**src/rtl/hazard_pkg.sv**
```systemverilog
// Shared types for the data-hazard scoreboard: the in-flight slot record
// and the forwarding-select width helper.
package hazard_pkg;

    localparam int REG_W_DEF = 3;
    localparam int DEPTH_DEF = 3;
    // Slot destination field is sized for the widest register index we support
    localparam int DST_MAX_W = 8;

    typedef struct packed {
        logic                 valid;
        logic [DST_MAX_W-1:0] dst;
        logic                 is_load;
    } slot_t;

    function automatic int fwd_sel_w(input int depth);
        return $clog2(depth + 1);
    endfunction

endpackage

```
**src/rtl/hazard_match.sv**
```systemverilog
// Priority comparator of one decode source operand against the in-flight
// slots; the youngest (lowest-index) matching writer wins.
module hazard_match
    import hazard_pkg::*;
#(
    parameter int REG_W           = REG_W_DEF,
    parameter int DEPTH           = DEPTH_DEF,
    parameter int LOAD_READY_SLOT = 2,
    parameter int IDX_W           = (DEPTH > 1) ? $clog2(DEPTH) : 1
) (
    input  slot_t [DEPTH-1:0] slots,
    input  logic [REG_W-1:0]  src,
    input  logic              src_used,
    input  logic              id_valid,
    output logic              hit,
    output logic              ready,
    output logic [IDX_W-1:0]  index
);

    // Walk oldest to youngest so the last assignment is the youngest match
    always_comb begin
        hit   = 1'b0;
        ready = 1'b0;
        index = '0;
        for (int i = DEPTH - 1; i >= 0; i--) begin
            if (id_valid && src_used && slots[i].valid &&
                slots[i].dst == DST_MAX_W'(src)) begin
                hit   = 1'b1;
                index = IDX_W'(i);
                ready = !slots[i].is_load || (i >= LOAD_READY_SLOT);
            end
        end
    end

endmodule

```
**src/rtl/hazard_scoreboard.sv**
```systemverilog
// Data-hazard unit beside decode: shift scoreboard of in-flight writers,
// per-operand forwarding selects and load-use stall.
module hazard_scoreboard
    import hazard_pkg::*;
#(
    parameter int  REG_W           = REG_W_DEF,
    parameter int  NUM_SRC         = 2,
    parameter int  DEPTH           = DEPTH_DEF,
    parameter int  LOAD_READY_SLOT = 2,
    parameter int  FLUSH_SLOTS     = 1,
    localparam int SEL_W           = fwd_sel_w(DEPTH),
    localparam int IDX_W           = (DEPTH > 1) ? $clog2(DEPTH) : 1
) (
    input  logic                     clk,
    input  logic                     reset_n,
    input  logic                     id_valid_i,
    input  logic [NUM_SRC*REG_W-1:0] id_src_i,
    input  logic [NUM_SRC-1:0]       id_src_used_i,
    input  logic                     id_wr_en_i,
    input  logic [REG_W-1:0]         id_dst_i,
    input  logic                     id_is_load_i,
    input  logic                     pipe_hold_i,
    input  logic                     flush_i,
    output logic                     stall_o,
    output logic [NUM_SRC*SEL_W-1:0] fwd_sel_o,
    output logic [15:0]              stall_cycles_o
);

    logic [DEPTH-1:0]            slot_vld;
    logic [DEPTH-1:0]            vld_nxt;
    logic [DEPTH-1:0][REG_W-1:0] slot_dst;
    logic [DEPTH-1:0]            slot_ld;
    slot_t [DEPTH-1:0]           slots;

    logic [NUM_SRC-1:0]            hit;
    logic [NUM_SRC-1:0]            ready;
    logic [NUM_SRC-1:0][IDX_W-1:0] index;

    function automatic logic [15:0] sat_inc(input logic [15:0] c);
        return (c == 16'hFFFF) ? c : c + 16'd1;
    endfunction

    always_comb begin
        slots = '0;
        for (int i = 0; i < DEPTH; i++) begin
            slots[i] = '{valid: slot_vld[i], dst: DST_MAX_W'(slot_dst[i]), is_load: slot_ld[i]};
        end
    end

    for (genvar k = 0; k < NUM_SRC; k++) begin : g_match
        hazard_match #(
            .REG_W          (REG_W),
            .DEPTH          (DEPTH),
            .LOAD_READY_SLOT(LOAD_READY_SLOT),
            .IDX_W          (IDX_W)
        ) u_match (
            .slots   (slots),
            .src     (id_src_i[k*REG_W +: REG_W]),
            .src_used(id_src_used_i[k]),
            .id_valid(id_valid_i),
            .hit     (hit[k]),
            .ready   (ready[k]),
            .index   (index[k])
        );
    end

    // Decode stage: id_valid_i is already folded into every match
    assign stall_o = |(hit & ~ready);

    always_comb begin
        fwd_sel_o = '0;
        for (int k = 0; k < NUM_SRC; k++) begin
            if (hit[k] && ready[k]) begin
                fwd_sel_o[k*SEL_W +: SEL_W] = SEL_W'(index[k]) + SEL_W'(1);
            end
        end
    end

    // Flush clears the youngest slots, post-shift or in place under hold
    always_comb begin
        vld_nxt = slot_vld;
        if (!pipe_hold_i) begin
            for (int i = DEPTH - 1; i >= 1; i--) begin
                vld_nxt[i] = slot_vld[i-1];
            end
            vld_nxt[0] = id_valid_i & id_wr_en_i & ~stall_o;
        end
        if (flush_i) begin
            for (int i = 0; i < FLUSH_SLOTS; i++) begin
                vld_nxt[i] = 1'b0;
            end
        end
    end

    always_ff @(posedge clk or negedge reset_n) begin
        if (!reset_n) begin
            slot_vld       <= '0;
            stall_cycles_o <= '0;
        end else begin
            slot_vld <= vld_nxt;
            if (stall_o && !pipe_hold_i) begin
                stall_cycles_o <= sat_inc(stall_cycles_o);
            end
        end
    end

    // Slot payload is qualified by slot_vld, so it carries no reset
    always_ff @(posedge clk) begin
        if (!pipe_hold_i) begin
            for (int i = DEPTH - 1; i >= 1; i--) begin
                slot_dst[i] <= slot_dst[i-1];
                slot_ld[i]  <= slot_ld[i-1];
            end
            slot_dst[0] <= id_dst_i;
            slot_ld[0]  <= id_is_load_i;
        end
    end

endmodule

```
**config.mk**
```make
export PLATFORM = sky130hd
export DESIGN_NAME = hazard_scoreboard
export DESIGN_NICKNAME = d
export VERILOG_FILES = /design/src/rtl/hazard_pkg.sv /design/src/rtl/hazard_match.sv /design/src/rtl/hazard_scoreboard.sv
export SDC_FILE = /design/constraint.sdc
export NUM_CORES = 1
export LEC_CHECK = 0
export ABC_AREA = 1
export BUFFER_PORTS_ARGS = -buffer_cell sky130_fd_sc_hd__buf_2
export CAP_MARGIN = 20
export CORE_UTILIZATION = 49
export CTS_CLUSTER_DIAMETER = 150
export DETAILED_ROUTE_END_ITERATION = 16
export PLACE_DENSITY = 0.86
export SLEW_MARGIN = 40
export SYNTH_ARGS = -nofsm -noshare
export SYNTH_HDL_FRONTEND = slang
export SYNTH_SLANG_ARGS = --single-unit
```
**constraint.sdc**
```tcl
create_clock -name clk -period 1.5 [get_ports clk]
set_input_delay 0.3 -clock clk [delete_from_list [all_inputs] [get_ports clk]]
set_output_delay 0.3 -clock clk [all_outputs]
set_load 0.005 [all_outputs]
```
==> metrics.md, run 1 <==
| Metric | Value |
|---|---|
| PortBufs | 38 |
| Peak VDD IR | 0.549 mV |
| Hold Path Class | input port to flip-flop |
| Power per standard cell area | 696 nW/µm² |
| Mapped Cells | 250 |
| Synth top cells by count | nand2_1, inv_1, nand4_1 |
| Yosys warns | 0 |
| Slew headroom | 0.718 |
| Site Rows | 22 |
| Post-Layout Cell Count | 378 |
| WL/cell | 13.4 µm |
| Endpoints failing setup | 22 |
| CTS Sinks | 30 |
| Hold Violations, Final | 0 |
| Die area | 4120 µm² |
| Worst setup EP type | primary output |
| Max_cap viols | 0 |
| Hold WS | 0.184 ns |
| Outcome | finished with violations |
| Global-route wire length before repair | 8320 µm |
| CP arrival | 1.60 ns |
| Syn_nets | 269 |
| DRT Pass-1 Iters | 4 |
| Clk_lat worst skew | 0.29 ns |
| RSZ-0062 raised after global routing | yes |
| Seq. cell area | 806 µm² |
| DRC violation count after routing | 0 |
| Min Tclk post-route | 1.90 ns |
| Via count | 1,952 |
| GRT overflow | 0 |
| Bufs on Longest Clock Path | 2 |
| Cell variety after synth | 27 |
| Critical Path RT | 1.20 ns |
| Final WL | 5080 µm |
| Synth area leader | dfrtp_1 |
| H-tree depth | 2 |
| Post-Syn Area | 1900 µm² |
| Starting density of the core | 0.514 |
| Seq/Total Area, Yosys | 0.425 |
| Total CTS buffers | 5 |
| Share of layout cells above drive strength 1 | 0.388 |
| Worst-path fanout max | 4 |
| Combinational power share | 0.130 |
| Psw | 460 µW |
| Switching share of total power | 0.253 |
| Slew Viols, Final | 0 |
| Failing checks | setup timing |
| Post-synthesis async set-or-reset flop share | 0.633 |
| Area contributors post-synth | dfrtp_1, edfxtp_1, nand2_1 |
| Most common flop cell mapped by yosys | dfrtp_1 |
| Largest net degree at the start of global routing | 20 |
| Critical path launch point type | flip-flop |
| Via density | 5.16 |
| Mapped Avg Cell Area | 7.58 µm² |
| Clock Tree Root | clkbuf_8 |
| Placed cells | 360 |
| Post-place setup slack | -0.137 ns |
| HPWL after DPL | 3430 µm |
| Worst-Margin Slew | 0.423 ns |
| FILL cells | 274 |
| Clock power share | 0.365 |
| Setup ws final | -0.403 ns |
| Synth top area share | 0.251 |
| Initial antenna violation count | 0 |
| Max Fclk | 526 MHz |
| Crit path kind | flip-flop to primary output |
| Initial detailed-routing violation count | 146 |
| Register share of total power | 0.505 |
| Core Box Area | 3690 µm² |
| GRT Util Overall | 0.267 |
| Vias in the first global route | 1,881 |
| Most frequent cell after synthesis | nand2_1 |
| Routability cong. | 0.898 |
| Post-synth EDFFs | 11 |
| Horiz. Die Dim | 64.2 µm |
| Internal | 1.36 mW |
| Fin crit share | 1.27 |
| Die height | 64.2 µm |
| Setup_tns | -5.56 ns |
| Seq cells post-synth | 30 |
| ANT nets after route | 0 |
| Worst Skew | 0.0110 ns |
| CTS tree | yes |
| Clk pin slew, worst setup/hold paths | 0.07 ns |
| ANT cells | 0 |
| Ports | 39 |
| P_leak | 1.37 nW |
| Multi-input gate area | 1020 µm² |
| Final #Nets | 348 |
| Synth-to-Final Area Change | 38.0% |
[critical path, stage by stage, from the launching register on]
cell and delay, ns:
edfxtp_1 0.45, xnor2_1 0.20, nand2_1 0.13, nor2_2 0.15, nand3_2 0.10, nand2_2 0.07, inv_2 0.04, nand2_4 0.07
buf_2 0.11
[per-layer routing]
layer,track usage,part of all wire,up-vias
met3,0.0696,0.050,12
met5,0,0,-
met1,0.350,0.44,920
li1,-,-,961
met4,0.125,0.020,0
met2,0.410,0.49,59
[cell usage in the layout, fill, tap and decap left out, drive strengths merged, types with 7 or more instances in the layout]
master / instances
nand2: 91
dfrtp: 19
clkbuf: 7
inv: 32
edfxtp: 11
nor2: 18
nand4: 21
xor2: 12
buf: 76
nand3: 16
[kinds of logic (layout without fill, tap and decap cells)]
family / after synthesis / count (layout) / share of synthesized area
AND/OR/NAND/NOR: 151 / 152 / 0.366
buffers and inverters: 40 / 119 / 0.0911
flip-flops: 30 / 30 / 0.425
XOR/XNOR: 18 / 18 / 0.0832
AO/OA/AOI/OAI: 10 / 10 / 0.0277
adder cells (fa/ha/maj): 1 / 1 / 0.00660
[final timing paths]
check,end,cells after the start,start,slack (ns)
worst max-delay path,stall_o,8,slot_dst[4]$_DFFE_PN_,-0.40
worst min-delay path,slot_dst[1]$_DFFE_PN_,1,id_dst_i[1],0.18
worst max register to register,stall_cycles_o[4]$_DFFE_PN0P_,11,slot_dst[4]$_DFFE_PN_,-0.26
worst min register to register,slot_vld[1]$_DFFE_PN0N_,2,slot_vld[1]$_DFFE_PN0N_,0.49
max in group asynchronous,stall_cycles_o[7]$_DFFE_PN0P_,2,reset_n,0.71
min in group asynchronous,slot_vld[0]$_DFFE_PN0P_,2,reset_n,0.48
[repair_timing]
| item | 4_1_cts | 5_1_grt |
|---|---|---|
| hold endpoints to repair | 19 | 0 |
| pin swaps | 13 | 14 |
| endpoints found under the setup margin | 22 | 22 |
| gates resized for setup | 18 | 21 |
| setup buffers | 5 | 3 |
| hold buffers | 1 | 0 |
| cloned | 1 | 0 |
[power groups by stage]
| stage | Sequential, mW | Combinational [mW] | Clock, mW |
|---|---|---|---|
| 2_1_floorplan | 0.928 | 0.0932 | 0 |
| 3_3_place_gp | 0.930 | 0.187 | 0 |
| 3_5_place_dp | 0.931 | 0.192 | 0 |
| 4_1_cts | 0.916 | 0.216 | 0.669 |
| 5_1_grt | 0.921 | 0.259 | 0.715 |
| 6_report | 0.919 | 0.236 | 0.664 |
[flip-flops by register name, indices dropped and copies added (netlist names)]
name and flops:
slot_vld 3, slot_dst 9, stall_cycles_o 16, slot_ld 2
[layout make-up]
| class | instances | share of cell area |
|---|---|---|
| clock buffer | 7 | 0.0330 |
| tap | 48 | 0.0230 |
| sequential | 30 | 0.308 |
| inverter | 34 | 0.0498 |
| multi-input combinational | 181 | 0.389 |
| timing repair buffer | 77 | 0.195 |
| clock inverter | 1 | 0.00191 |
[per-stage QoR]
stage          instance area (µm²)  total power [mW]   util
2_1_floorplan                 1900              1.02      -
3_3_place_gp                  2330              1.12  0.633
3_5_place_dp                  2330              1.12  0.633
4_1_cts                       2530              1.80  0.687
5_1_grt                       2620              1.90  0.709
6_report                      2620              1.82  0.709
Note: power is estimated with default switching activity, not from simulation.
==> run 2, diff against run 1 <==
--- a/config.mk
+++ b/config.mk
@@ -6,12 +6,12 @@
 export NUM_CORES = 1
 export LEC_CHECK = 0
 export ABC_AREA = 1
-export BUFFER_PORTS_ARGS = -buffer_cell sky130_fd_sc_hd__buf_2
 export CAP_MARGIN = 20
-export CORE_UTILIZATION = 49
+export CORE_UTILIZATION = 55
 export CTS_CLUSTER_DIAMETER = 150
 export DETAILED_ROUTE_END_ITERATION = 16
-export PLACE_DENSITY = 0.86
+export DONT_BUFFER_PORTS = 1
+export PLACE_DENSITY = 0.81
 export SLEW_MARGIN = 40
 export SYNTH_ARGS = -nofsm -noshare
 export SYNTH_HDL_FRONTEND = slang
==> constraint.sdc (replaced) <==
create_clock -name clk -period 2 [get_ports clk]
set_input_delay 0.4 -clock clk [delete_from_list [all_inputs] [get_ports clk]]
set_output_delay 0.4 -clock clk [all_outputs]
set_load 0.005 [all_outputs]
==> run 2 against run 1 <==
Net effect: the run ends with hold timing left; global-route usage shrank 1.8 points; via count shrank 18%; hold slack lost 0.21 ns; count of clock-buffer cells in the layout shrank 1; final cell count shrank 19%; non-clock buffer count shrank 68; clock power shrank 47%; clock skew shrank 0.0013 ns; utilization shrank 5.2 points; combinational power shrank 53%; routed wire length shrank 16%; critical endpoint unchanged; largest cell class unchanged.
==> metrics.md, run 2 (synthesis gave the netlist of run 1 again) <==
| Metric | Value |
|---|---|
| Outcome | finished with violations |
| Failing checks | hold timing |
| Final WL | 4280 µm |
| Share of layout cells above drive strength 1 | 0.152 |
| PortBufs | 0 |
| Ports | 39 |
| Max_cap viols | 0 |
| Peak VDD IR | 0.408 mV |
| Slew headroom | 0.639 |
| CP arrival | 1.56 ns |
| Worst-path fanout max | 6 |
| Post-Layout Cell Count | 307 |
| Crit path max-delay family | simple AND/OR/NAND/NOR gates |
| Synth-to-Final Area Change | 9.31% |
| Fin crit share | 0.980 |
| Critical path launch point type | flip-flop |
| Largest registers | stall_cycles_o: 16 flops, slot_dst: 9 flops, slot_vld: 3 flops |
| Worst path cell trace | xnor2_1 > nand2_1 > nor2_2 > nand3_2 > nand2_2 > inv_4 > nand2_8 |
| Buf/Inv on CP | 1 |
| GRT Util Overall | 0.249 |
| Worst Skew | 0.00971 ns |
| Final #Nets | 281 |
| H-tree depth | 2 |
| HPWL after DPL | 2970 µm |
| Via count | 1,608 |
| Min Tclk post-route | 1.96 ns |
| Worst setup EP type | primary output |
| Slew Viols, Final | 0 |
| DRC violation count after routing | 0 |
| Bufs on Longest Clock Path | 2 |
| Total CTS buffers | 5 |
| Core Box Area | 3150 µm² |
| Hold WS | -0.0293 ns |
| WL/cell | 13.9 µm |
| Largest net degree at the start of global routing | 23 |
| Clock Tree Root | clkbuf_4 |
| Power per standard cell area | 557 nW/µm² |
| ANT cells | 0 |
| Critical Path RT | 1.60 ns |
| Max reg flops | 16 |
| R2R setup slack | 0.25 ns |
| Site Rows | 20 |
| Slowest cell on crit path | edfxtp_1 |
| Crit-path max cell delay | 0.46 ns |
| Horiz. Die Dim | 60.7 µm |
| Crit path kind | flip-flop to primary output |
| Routability cong. | 0.861 |
| DRT Pass-1 Iters | 4 |
| Initial detailed-routing violation count | 134 |
| FILL cells | 283 |
| Initial antenna violation count | 0 |
| Global-route wire length before repair | 6450 µm |
| R2R Path Start | stall_cycles_o[1]$_DFFE_PN0P_ |
| RSZ-0062 raised after global routing | yes |
| Most flop-heavy register | stall_cycles_o |
| R2r worst-path depth | 9 |
| ANT nets after route | 0 |
| Worst-Margin Slew | 0.540 ns |
| Endpoints failing setup | 0 |
| Via density | 5.24 |
| GRT overflow | 0 |
| R2r endpoint | stall_cycles_o[13]$_DFFE_PN0P_ |
| Max Fclk | 510 MHz |
| CTS Sinks | 30 |
| Starting density of the core | 0.601 |
| Placed cells | 293 |
| Vias in the first global route | 1,418 |
| CTS tree | yes |
| Commonest non-fill, non-tap cell in the layout | nand2_1 |
| Die area | 3690 µm² |
| Clk_lat worst skew | 0.35 ns |
| Hold Path Class | input port to asynchronous set/reset pin |
| P_leak | 1.03 nW |
| Most frequent cells in the layout | nand2_1, inv_1, nand4_1, dfrtp_1 |
| Hold Violations, Final | 19 |
| Clk pin slew, worst setup/hold paths | 0.10 ns |
| Die height | 60.7 µm |
[run 2: routing by layer]
metal,global-route usage,routed length (µm),vias to the layer above
met4,0.0877,52,0
met2,0.339,1800,57
li1,-,-,833
met5,0,0,-
met3,0.111,395,6
met1,0.351,2020,712
[run 2: what timing repair did]
| item | CTS | global route |
|---|---|---|
| cloned | 0 | 2 |
| pin swaps | 0 | 6 |
| buffers inserted | 0 | 3 |
| resized for setup | 2 | 10 |
| hold buffers | 1 | 0 |
| hold endpoints to repair | 19 | 0 |
| setup endpoints to repair | 2 | 5 |
[run 2: worst max-delay path by stage]
stage | depth (start not counted) | slack, ns | endpoint | start
6_report | 7 | 0.04 | stall_o | slot_dst[3]$_DFFE_PN_
5_1_grt | 9 | -0.09 | fwd_sel_o[2] | slot_dst[1]$_DFFE_PN_
4_1_cts | 8 | 0.002 | stall_o | slot_dst[0]$_DFFE_PN_
3_5_place_dp | 10 | 0.25 | stall_cycles_o[0]$_DFFE_PN0P_ | slot_dst[3]$_DFFE_PN_
3_3_place_gp | 10 | 0.29 | stall_cycles_o[1]$_DFFE_PN0P_ | slot_dst[3]$_DFFE_PN_
2_1_floorplan | 8 | 0.43 | stall_o | slot_dst[4]$_DFFE_PN_
[run 2: layout make-up]
cell class	instances	area [µm²]	share of cell area
Timing Repair Buffer	9	65.1	0.0314
Multi-Input combinational cell	182	963	0.465
Tap cell	44	55.1	0.0266
Inverter	34	133	0.0640
Clock inverter	2	8.76	0.00423
Sequential cell	30	806	0.389
Clock buffer	6	41.3	0.0199
[run 2: worst register-to-register path, cell delays in order, from the launching register on]
cell	delay (ns)
dfrtp_1	0.44
ha_1	0.22
nand2_1	0.13
nor2_2	0.07
nand4_2	0.20
nand4_1	0.18
nor2_1	0.18
nand3_1	0.10
nand2_1	0.08
nand2_1	0.05
[run 2: power breakdown]
group	internal [mW]	switching (mW)	leakage, nW
combinational	0.0416	0.0685	0.628
sequential	0.665	0.0235	0.372
clock	0.132	0.223	0.0297
total	0.838	0.315	1.03
[run 2: stage by stage]
stage	total power, mW	setup TNS (ns)	instance area (µm²)	setup WS (ns)	util
detailed placement	0.795	0	1940	0.252	0.616
floorplan	0.766	0	1900	0.430	-
global route	1.20	-0.228	2070	-0.0867	0.657
global placement	0.791	0	1940	0.289	0.616
finish	1.15	0	2070	0.0407	0.657
CTS	1.16	0	2020	0.00161	0.640
